[src/rtl/display_8x8_capture.sv]
// -----------------------------------------------------------------------------
// display_8x8_capture
//
// Receive-side monitor for the 8x8 RGB LED display driver. It oversamples the
// driver's shift-register pin bundle in the system clock domain and rebuilds
// the red/green/blue frame being scanned out. It only observes the pins and
// never drives the display.
//
// Ports
//   clk, reset          system clock, synchronous active-high reset
//   sr_reset_n          monitored shift-register clear (active low)
//   oe_n                monitored output enable (synchronized, not used by capture)
//   sh_cp, st_cp, ds    monitored shift clock, latch clock, serial data
//   col_select[7:0]     monitored one-hot active column (bit k = column k)
//   image_red/green/blue[0:7][7:0]  captured frame; [0] = left column, MSB = top row
//   col_strobe, col_index           one-cycle pulse + index of the committed column
//   frame_done, frame_count         complete in-order frame pulse / wrapping count
//   err_bitcount, err_onehot, err_sequence  sticky protocol error flags
//
// Build option
//   CAPTURE_DBL_BUF_EN  commits go to a shadow buffer that is copied to the
//                       image outputs atomically when frame_done pulses.
//                       Undefined (default): the image outputs are written live,
//                       one cycle after each col_strobe.
// -----------------------------------------------------------------------------
module display_8x8_capture #(
  parameter int BITS_PER_COL = 24,
  parameter int SYNC_STAGES  = 2,
  parameter int FRAME_CNT_W  = 16
) (
  input  logic                   clk,
  input  logic                   reset,
  input  logic                   sr_reset_n,
  input  logic                   oe_n,
  input  logic                   sh_cp,
  input  logic                   st_cp,
  input  logic                   ds,
  input  logic [7:0]             col_select,
  output logic [0:7][7:0]        image_red,
  output logic [0:7][7:0]        image_green,
  output logic [0:7][7:0]        image_blue,
  output logic                   col_strobe,
  output logic [2:0]             col_index,
  output logic                   frame_done,
  output logic [FRAME_CNT_W-1:0] frame_count,
  output logic                   err_bitcount,
  output logic                   err_onehot,
  output logic                   err_sequence
);

  localparam int         N_PINS      = 13;
  localparam logic [4:0] BIT_CNT_MAX = 5'd31;
  localparam logic [4:0] BIT_CNT_REQ = 5'(BITS_PER_COL);

  typedef enum logic {
    HUNT    = 1'b0,
    COLLECT = 1'b1
  } state_t;

  // ---------------------------------------------------------------------------
  // Pin synchronizers and edge detection
  // ---------------------------------------------------------------------------
  logic [N_PINS-1:0]                  pins_raw;
  logic [N_PINS-1:0]                  pins_sync;
  logic [SYNC_STAGES-1:0][N_PINS-1:0] sync_q;   // [0] is the newest stage
  logic                               sr_reset_n_s;
  logic                               sh_cp_s;
  logic                               st_cp_s;
  logic                               ds_s;
  logic [7:0]                         col_select_s;
  logic                               sh_cp_q;
  logic                               st_cp_q;
  logic                               sh_rise;
  logic                               st_rise;
  // oe_n only gates the LEDs; the captured data does not depend on it.
  logic                               unused_oe_n;

  assign pins_raw = {col_select, ds, st_cp, sh_cp, oe_n, sr_reset_n};

  // NOTE: every clocked block uses non-blocking assignments so all registers
  // update together from values sampled at the same edge.
  always_ff @(posedge clk) begin
    if (reset) begin
      sync_q  <= '0;
      sh_cp_q <= 1'b0;
      st_cp_q <= 1'b0;
    end else begin
      sync_q  <= {sync_q[SYNC_STAGES-2:0], pins_raw};
      sh_cp_q <= sh_cp_s;
      st_cp_q <= st_cp_s;
    end
  end

  assign pins_sync    = sync_q[SYNC_STAGES-1];
  assign sr_reset_n_s = pins_sync[0];
  assign unused_oe_n  = pins_sync[1];
  assign sh_cp_s      = pins_sync[2];
  assign st_cp_s      = pins_sync[3];
  assign ds_s         = pins_sync[4];
  assign col_select_s = pins_sync[12:5];

  assign sh_rise = sh_cp_s & ~sh_cp_q;
  assign st_rise = st_cp_s & ~st_cp_q;

  // ---------------------------------------------------------------------------
  // Shift register next state. A commit in the same cycle as a shift sees the
  // freshly shifted word, so the commit path reads shreg_nx, not shreg.
  // ---------------------------------------------------------------------------
  logic [BITS_PER_COL-1:0] shreg;
  logic [BITS_PER_COL-1:0] shreg_nx;
  logic [4:0]              bit_cnt;
  logic [4:0]              bit_cnt_nx;
  logic                    sel_onehot;
  logic [2:0]              sel_idx;

  // NOTE: every variable written here gets a default first so no path leaves
  // it unassigned, which would otherwise infer a latch.
  always_comb begin
    shreg_nx   = shreg;
    bit_cnt_nx = bit_cnt;
    if (!sr_reset_n_s) begin
      shreg_nx   = '0;
      bit_cnt_nx = '0;
    end else if (sh_rise) begin
      shreg_nx = {shreg[BITS_PER_COL-2:0], ds_s};
      if (bit_cnt != BIT_CNT_MAX) begin
        bit_cnt_nx = bit_cnt + 5'd1;
      end
    end
  end

  always_comb begin
    sel_onehot = (col_select_s != 8'd0) && ((col_select_s & (col_select_s - 8'd1)) == 8'd0);
    sel_idx    = 3'd0;
    for (int k = 0; k < 8; k++) begin
      if (col_select_s[k]) begin
        sel_idx = 3'(k);
      end
    end
  end

  // ---------------------------------------------------------------------------
  // Commit handling and frame tracking
  // ---------------------------------------------------------------------------
  state_t     state;
  logic [2:0] expected;
  logic       bit_bad;
  logic       frame_fire;

  assign bit_bad    = (bit_cnt_nx != BIT_CNT_REQ);
  // Column 7 arriving in order closes a frame.
  assign frame_fire = st_rise && sel_onehot && !bit_bad && (state == COLLECT) &&
                      (sel_idx == expected) && (sel_idx == 3'd7);

  always_ff @(posedge clk) begin
    if (reset) begin
      shreg        <= '0;
      bit_cnt      <= '0;
      state        <= HUNT;
      expected     <= 3'd0;
      col_strobe   <= 1'b0;
      col_index    <= 3'd0;
      frame_done   <= 1'b0;
      frame_count  <= '0;
      err_bitcount <= 1'b0;
      err_onehot   <= 1'b0;
      err_sequence <= 1'b0;
    end else begin
      shreg      <= shreg_nx;
      bit_cnt    <= bit_cnt_nx;
      col_strobe <= 1'b0;
      frame_done <= 1'b0;

      if (st_rise) begin
        bit_cnt <= '0;
        if (!sel_onehot) begin
          // No target column: nothing is written and the frame is abandoned.
          err_onehot <= 1'b1;
          state      <= HUNT;
        end else begin
          col_strobe <= 1'b1;
          col_index  <= sel_idx;
          if (bit_bad) begin
            // The column is still written, but the frame cannot be trusted.
            err_bitcount <= 1'b1;
            state        <= HUNT;
          end else begin
            unique case (state)
              HUNT: begin
                if (sel_idx == 3'd0) begin
                  state    <= COLLECT;
                  expected <= 3'd1;
                end
              end
              COLLECT: begin
                if (sel_idx == expected) begin
                  if (frame_fire) begin
                    frame_done  <= 1'b1;
                    frame_count <= frame_count + FRAME_CNT_W'(1);
                    expected    <= 3'd0;
                  end else begin
                    expected <= expected + 3'd1;
                  end
                end else begin
                  err_sequence <= 1'b1;
                  if (sel_idx == 3'd0) begin
                    expected <= 3'd1;
                  end else begin
                    state <= HUNT;
                  end
                end
              end
              default: state <= HUNT;
            endcase
          end
        end
      end
    end
  end

  // ---------------------------------------------------------------------------
  // Image storage
  // ---------------------------------------------------------------------------
`ifdef CAPTURE_DBL_BUF_EN
  logic [0:7][BITS_PER_COL-1:0] shadow;

  // NOTE: the shadow buffer has no reset; a column only reaches the outputs
  // after all eight have been rewritten in order since the last reset.
  always_ff @(posedge clk) begin
    if (st_rise && sel_onehot) begin
      shadow[sel_idx] <= shreg_nx;
    end
  end

  // Column 7 is still in flight to the shadow, so merge it in directly.
  always_ff @(posedge clk) begin
    if (reset) begin
      image_red   <= '0;
      image_green <= '0;
      image_blue  <= '0;
    end else if (frame_fire) begin
      for (int c = 0; c < 8; c++) begin
        if (3'(c) == sel_idx) begin
          image_red[c]   <= shreg_nx[23:16];
          image_green[c] <= shreg_nx[15:8];
          image_blue[c]  <= shreg_nx[7:0];
        end else begin
          image_red[c]   <= shadow[c][23:16];
          image_green[c] <= shadow[c][15:8];
          image_blue[c]  <= shadow[c][7:0];
        end
      end
    end
  end
`else
  logic [BITS_PER_COL-1:0] commit_data;

  always_ff @(posedge clk) begin
    if (reset) begin
      commit_data <= '0;
    end else if (st_rise) begin
      commit_data <= shreg_nx;
    end
  end

  // Live update, one cycle behind the col_strobe that announced the column.
  always_ff @(posedge clk) begin
    if (reset) begin
      image_red   <= '0;
      image_green <= '0;
      image_blue  <= '0;
    end else if (col_strobe) begin
      image_red[col_index]   <= commit_data[23:16];
      image_green[col_index] <= commit_data[15:8];
      image_blue[col_index]  <= commit_data[7:0];
    end
  end
`endif

endmodule

[config.mk]
export PLATFORM = sky130hd
export DESIGN_NAME = display_8x8_capture
export DESIGN_NICKNAME = d
export VERILOG_FILES = /design/src/rtl/display_8x8_capture.sv
export SDC_FILE = /design/constraint.sdc
export NUM_CORES = 1
export LEC_CHECK = 0
export CAP_MARGIN = 30
export CELL_PAD_IN_SITES_DETAIL_PLACEMENT = 1
export CELL_PAD_IN_SITES_GLOBAL_PLACEMENT = 2
export CORE_MARGIN = 2
export CORE_UTILIZATION = 33
export CTS_BUF_LIST = sky130_fd_sc_hd__clkbuf_8
export DETAILED_ROUTE_END_ITERATION = 16
export GPL_TIMING_DRIVEN = 0
export PLACE_DENSITY_LB_ADDON = 0.1
export SKIP_LAST_GASP = 1
export SYNTH_ARGS = -nofsm -noshare
export SYNTH_HDL_FRONTEND = slang
export SYNTH_SLANG_ARGS = --single-unit
[constraint.sdc]
create_clock -name clk -period 4.35 [get_ports clk]
set_clock_uncertainty 0.2 [all_clocks]
set_input_delay 0.6525 -clock clk [delete_from_list [all_inputs] [get_ports clk]]
set_output_delay 0.6525 -clock clk [all_outputs]
set_load 0.02 [all_outputs]
==> report_table.html <==
<table>
<tr><th>Metric</th><th>Value</th></tr>
<tr><th colspan="2">Final layout</th></tr>
<tr><td>Area taken by multi-input logic gates</td><td>between 4000 and 5000 um2</td></tr>
<tr><td># diodes</td><td>0</td></tr>
<tr><td>Layout Utilization</td><td>0.458</td></tr>
<tr><td>Net total in the final layout</td><td>approximately 1.7k</td></tr>
<tr><td>Filler Cell Count</td><td>about 4.0k</td></tr>
<tr><td>Layout overhead on the synthesized area</td><td>36.7%</td></tr>
<tr><td>Share of cells above drive strength 1</td><td>0.0646</td></tr>
<tr><td>FF+latch area</td><td>between 5000 and 6000 um2</td></tr>
<tr><th colspan="2">Clocking</th></tr>
<tr><td>Hold Buf Count CTS</td><td>0</td></tr>
<tr><td># resized after CTS</td><td>0</td></tr>
<tr><td>Clock latency on the worst-skew pair</td><td>roughly 0.58 ns</td></tr>
<tr><td>Sink count of the clock tree</td><td>299</td></tr>
<tr><td>CTS tree</td><td>built</td></tr>
<tr><td># H-tree levels</td><td>2</td></tr>
<tr><td>Maximum buffer depth of the clock tree</td><td>3</td></tr>
<tr><td>Buffer count from post-CTS setup fixing</td><td>0</td></tr>
<tr><td>TritonCTS buffer count</td><td>52</td></tr>
<tr><td>CTS Root Buffer Type</td><td>sky130_fd_sc_hd__clkbuf_8</td></tr>
<tr><td>CTS clk-pin slew, worst paths</td><td>~0.060 ns</td></tr>
<tr><th colspan="2">Floorplanning</th></tr>
<tr><td>Standard-cell row count</td><td>66</td></tr>
<tr><td>Die Outline Area</td><td>around 35000 um2</td></tr>
<tr><td>Starting density of the core</td><td>0.335</td></tr>
<tr><td>Height of the die</td><td>approximately 190 um</td></tr>
<tr><td>Top-Level Pins</td><td>231</td></tr>
<tr><td>Die span in x</td><td>between 150 and 200 um</td></tr>
<tr><td>Core Region</td><td>around 33000 um2</td></tr>
<tr><th colspan="2">Run</th></tr>
<tr><td># Max-Cap Violations</td><td>0</td></tr>
<tr><th colspan="2">Route</th></tr>
<tr><td>Detailed-route via count</td><td>between 10k and 15k</td></tr>
<tr><td>Detailed-routing iteration count for the pre-antenna-repair pass</td><td>4</td></tr>
<tr><td>Count of unresolved DRC violations after routing</td><td>0</td></tr>
<tr><td>Post-route ant nets</td><td>0</td></tr>
<tr><td>Number of vias per cell after detailed routing</td><td>between 4 and 5</td></tr>
<tr><td>Routed len/inst</td><td>between 15 and 20 um</td></tr>
<tr><td>Post-Route WL</td><td>roughly 38000 um</td></tr>
<tr><td>Count of routing violations after the opening detailed-route iteration</td><td>~360</td></tr>
<tr><th colspan="2">Pwr</th></tr>
<tr><td>Maximum resistive drop on vdd</td><td>about 0.18 mV</td></tr>
<tr><td>Pwr Density</td><td>379 nW/um2</td></tr>
<tr><td>Sequential share of power</td><td>0.489</td></tr>
<tr><td>Leakage power</td><td>about 5.0 nW</td></tr>
<tr><td>Clock power share</td><td>0.484</td></tr>
<tr><td>Internal power contribution</td><td>around 0.0044 W</td></tr>
<tr><td>Gate power share</td><td>0.027</td></tr>
<tr><td>Net switching power</td><td>approximately 0.0013 W</td></tr>
<tr><td>Sw frac</td><td>0.229</td></tr>
<tr><th colspan="2">Worst setup path</th></tr>
<tr><td>Cell with the largest stage delay on the worst path</td><td>sky130_fd_sc_hd__a211o_1</td></tr>
<tr><td>Worst EP arrival</td><td>3.21 ns</td></tr>
<tr><td>Data required time of the worst path</td><td>4.61 ns</td></tr>
<tr><td>Worst-path fanout max</td><td>7</td></tr>
<tr><td>Kind of start point of the critical path</td><td>flip-flop</td></tr>
<tr><td>Number of buffer and inverter instances along the worst setup path</td><td>0</td></tr>
<tr><td>Classification of the worst setup path</td><td>flip-flop to flip-flop</td></tr>
<tr><td>Crit. End Element</td><td>flip-flop</td></tr>
<tr><td>CP peak stage delay</td><td>about 0.47 ns</td></tr>
<tr><td>Register-to-Register Setup Slack</td><td>roughly 1.4 ns</td></tr>
<tr><td>Top cell family by delay on the critical path</td><td>simple AND/OR/NAND/NOR gates</td></tr>
<tr><td>CP Cell Sequence</td><td>ha_1 &gt; and4_4 &gt; nor4b_2 &gt; o221ai_1 &gt; a211o_1 &gt; nor4_1 &gt; mux2_2</td></tr>
<tr><th colspan="2">Global routing</th></tr>
<tr><td>Via count of the first global-routing pass</td><td>between 10k and 15k</td></tr>
<tr><td>Overflow left after global routing</td><td>0</td></tr>
<tr><td>Global Route Usage Sum</td><td>0.220</td></tr>
<tr><td>Global-route wire length before repair</td><td>roughly 60000 um</td></tr>
<tr><td>Number of antenna violations at the first check in global routing</td><td>0</td></tr>
<tr><td>Pin count of the biggest net entering global routing</td><td>14</td></tr>
<tr><th colspan="2">Timing</th></tr>
<tr><td>Setup Total Neg Slack</td><td>0 ns</td></tr>
<tr><td>Endpoints failing setup</td><td>0</td></tr>
<tr><td>Headroom to the max-slew limit</td><td>0.391</td></tr>
<tr><td>Max-slew violation count</td><td>0</td></tr>
<tr><td>RSZ-0062 raised after global routing</td><td>false</td></tr>
<tr><td>Final hold vios</td><td>0</td></tr>
<tr><td>Share of the cycle needed by the critical path after routing</td><td>0.680</td></tr>
<tr><td>Time the final worst path needs with I/O delays and setup</td><td>around 3.0 ns</td></tr>
<tr><td>Max Fclk</td><td>0.338 GHz</td></tr>
<tr><td>Actual transition at the worst max-transition pin</td><td>0.910 ns</td></tr>
<tr><th colspan="2">Logic synthesis</th></tr>
<tr><td>Fraction of the yosys area taken by sequential cells</td><td>0.549</td></tr>
<tr><td>Mapped cell area</td><td>10900 um2</td></tr>
<tr><td>Ys Warns</td><td>0</td></tr>
<tr><td>Number of flip-flops and latches in the synthesized netlist</td><td>between 200 and 300</td></tr>
<tr><td>EDFF count, synth</td><td>0</td></tr>
<tr><td>Dominant cell type by area after synthesis</td><td>sky130_fd_sc_hd__dfxtp_1</td></tr>
<tr><td>Library cell with the highest instance count after synthesis</td><td>sky130_fd_sc_hd__nand2_1</td></tr>
<tr><td>Leading post-synthesis cells by instance count</td><td>sky130_fd_sc_hd__nand2_1, sky130_fd_sc_hd__dfxtp_1, sky130_fd_sc_hd__a21oi_1</td></tr>
<tr><td>Synthesized netlist cell count</td><td>approximately 1.4k</td></tr>
<tr><td>Net count of the mapped netlist</td><td>~1.4k</td></tr>
<tr><td>Area fraction of the dominant cell type after synthesis</td><td>0.549</td></tr>
<tr><td>Primary flip-flop cell chosen by synthesis mapping</td><td>sky130_fd_sc_hd__dfxtp_1</td></tr>
<tr><td>Proportion of register bits with asynchronous set or reset after synthesis</td><td>0</td></tr>
<tr><td>Post-synthesis cell type count</td><td>58</td></tr>
<tr><td>Per-instance average area after synthesis</td><td>8.03 um2</td></tr>
<tr><td>Main area contributors after synthesis</td><td>sky130_fd_sc_hd__dfxtp_1, sky130_fd_sc_hd__nand2_1, sky130_fd_sc_hd__a21oi_1, sky130_fd_sc_hd__clkbuf_1, sky130_fd_sc_hd__nor2b_1</td></tr>
<tr><th colspan="2">Worst hold path</th></tr>
<tr><td>Class of the most critical hold timing path</td><td>flip-flop to flip-flop</td></tr>
<tr><th colspan="2">Outcome</th></tr>
<tr><td>Outcome</td><td>finished, final reports clean</td></tr>
<tr><th colspan="2">Placement</th></tr>
<tr><td>Port Buffer Count</td><td>approximately 230</td></tr>
<tr><td>Dpl hpwl</td><td>approximately 27000 um</td></tr>
<tr><td>Final weighted congestion in routability-driven placement</td><td>approximately 0.8</td></tr>
</table>
flip-flops by register name, summed over array words and instances, names as in the netlist, 3 cells and up:
register     flops
col_index        3
pins_sync       12
frame_count     16
expected         3
shreg           24
bit_cnt          5
image_red       64
sync_q          12
image_blue      64
commit_data     24
image_green     64
per-stage QoR:
step | hold slack (ns) | total power [W] | cell area [um2] | std cells | setup WS (ns)
2_1_floorplan | 0.214 | 0.00291 | 10900 | 1359 | 1.77
3_3_place_gp | 0.226 | 0.00298 | 13800 | 2030 | 0.789
3_5_place_dp | 0.227 | 0.00298 | 13800 | 2032 | 0.743
4_1_cts | 0.249 | 0.00572 | 14900 | 2129 | 1.36
5_1_grt | 0.264 | 0.00587 | 14900 | 2129 | 1.21
6_report | 0.240 | 0.00565 | 14900 | 2129 | 1.39
final cells by class:
class | count | area share
multi-input combinational | 947 | 0.301
clock inverter | 20 | 0.00587
inverter | 7 | 0.00176
timing repair buffer | 231 | 0.154
clock buffer | 77 | 0.0711
tap | 442 | 0.0371
sequential | 299 | 0.401
buffer | 106 | 0.0278
power by group through the flow:
stage,combinational (W),clock (W),sequential [W]
after floorplan,0.0000904,0,0.00282
after global placement,0.000155,0,0.00282
after detailed placement,0.000156,0,0.00282
after CTS,0.000157,0.00280,0.00276
after global routing,0.000171,0.00294,0.00276
final,0.000154,0.00273,0.00276
layout by cell type, fill, tap and decap left out, types with 6 or more instances in the layout:
cell                              netlist  layout
sky130_fd_sc_hd__a21oi_1              219     219
sky130_fd_sc_hd__buf_1                  8       8
sky130_fd_sc_hd__clkbuf_1              95      95
sky130_fd_sc_hd__clkbuf_8               0      77
sky130_fd_sc_hd__clkdlybuf4s50_1        0     229
sky130_fd_sc_hd__clkinv_2               0       6
sky130_fd_sc_hd__dfxtp_1              299     299
sky130_fd_sc_hd__inv_1                  7      20
sky130_fd_sc_hd__nand2_1              504     504
sky130_fd_sc_hd__nand2b_1              10      10
sky130_fd_sc_hd__nand3_1               31      31
sky130_fd_sc_hd__nand4_1                9       9
sky130_fd_sc_hd__nand4b_1               6       6
sky130_fd_sc_hd__nor2_1                34      34
sky130_fd_sc_hd__nor2b_1               36      36
sky130_fd_sc_hd__o211ai_1               7       7
routing by layer:
metal / vias up / share of wire / track usage
li1: 5070 / - / -
met1: 4946 / 0.46 / 0.289
met2: 219 / 0.46 / 0.366
met3: 66 / 0.049 / 0.0405
met4: 0 / 0.026 / 0.0658
met5: - / 0 / 0
worst register-to-register path, stage by stage, from the launching register on:
cell                       delay (ns)
sky130_fd_sc_hd__dfxtp_1         0.36
sky130_fd_sc_hd__ha_1            0.31
sky130_fd_sc_hd__and4_4          0.23
sky130_fd_sc_hd__nor4b_2         0.25
sky130_fd_sc_hd__o221ai_1        0.28
sky130_fd_sc_hd__a211o_1         0.47
sky130_fd_sc_hd__nor4_1          0.38
sky130_fd_sc_hd__mux2_2          0.37
logic make-up after synthesis:
family | after synthesis | synth area share
AO/OA/AOI/OAI | 265 | 0.133
XOR/XNOR | 3 | 0.00241
adder cells (fa/ha/maj) | 4 | 0.00447
buffers and inverters | 113 | 0.0404
flip-flops | 299 | 0.549
multiplexers | 7 | 0.00700
AND/OR/NAND/NOR | 668 | 0.264
worst paths after layout:
check             startpoint              end  cells past startpoint
hold / removal     sync_q[9]     pins_sync[9]                      1
setup reg to reg  bit_cnt[0]  frame_count[15]                      7
hold reg to reg    sync_q[9]     pins_sync[9]                      1
setup / recovery  bit_cnt[0]  frame_count[15]                      7
No activity file was read; power rests on OpenSTA's default activity.
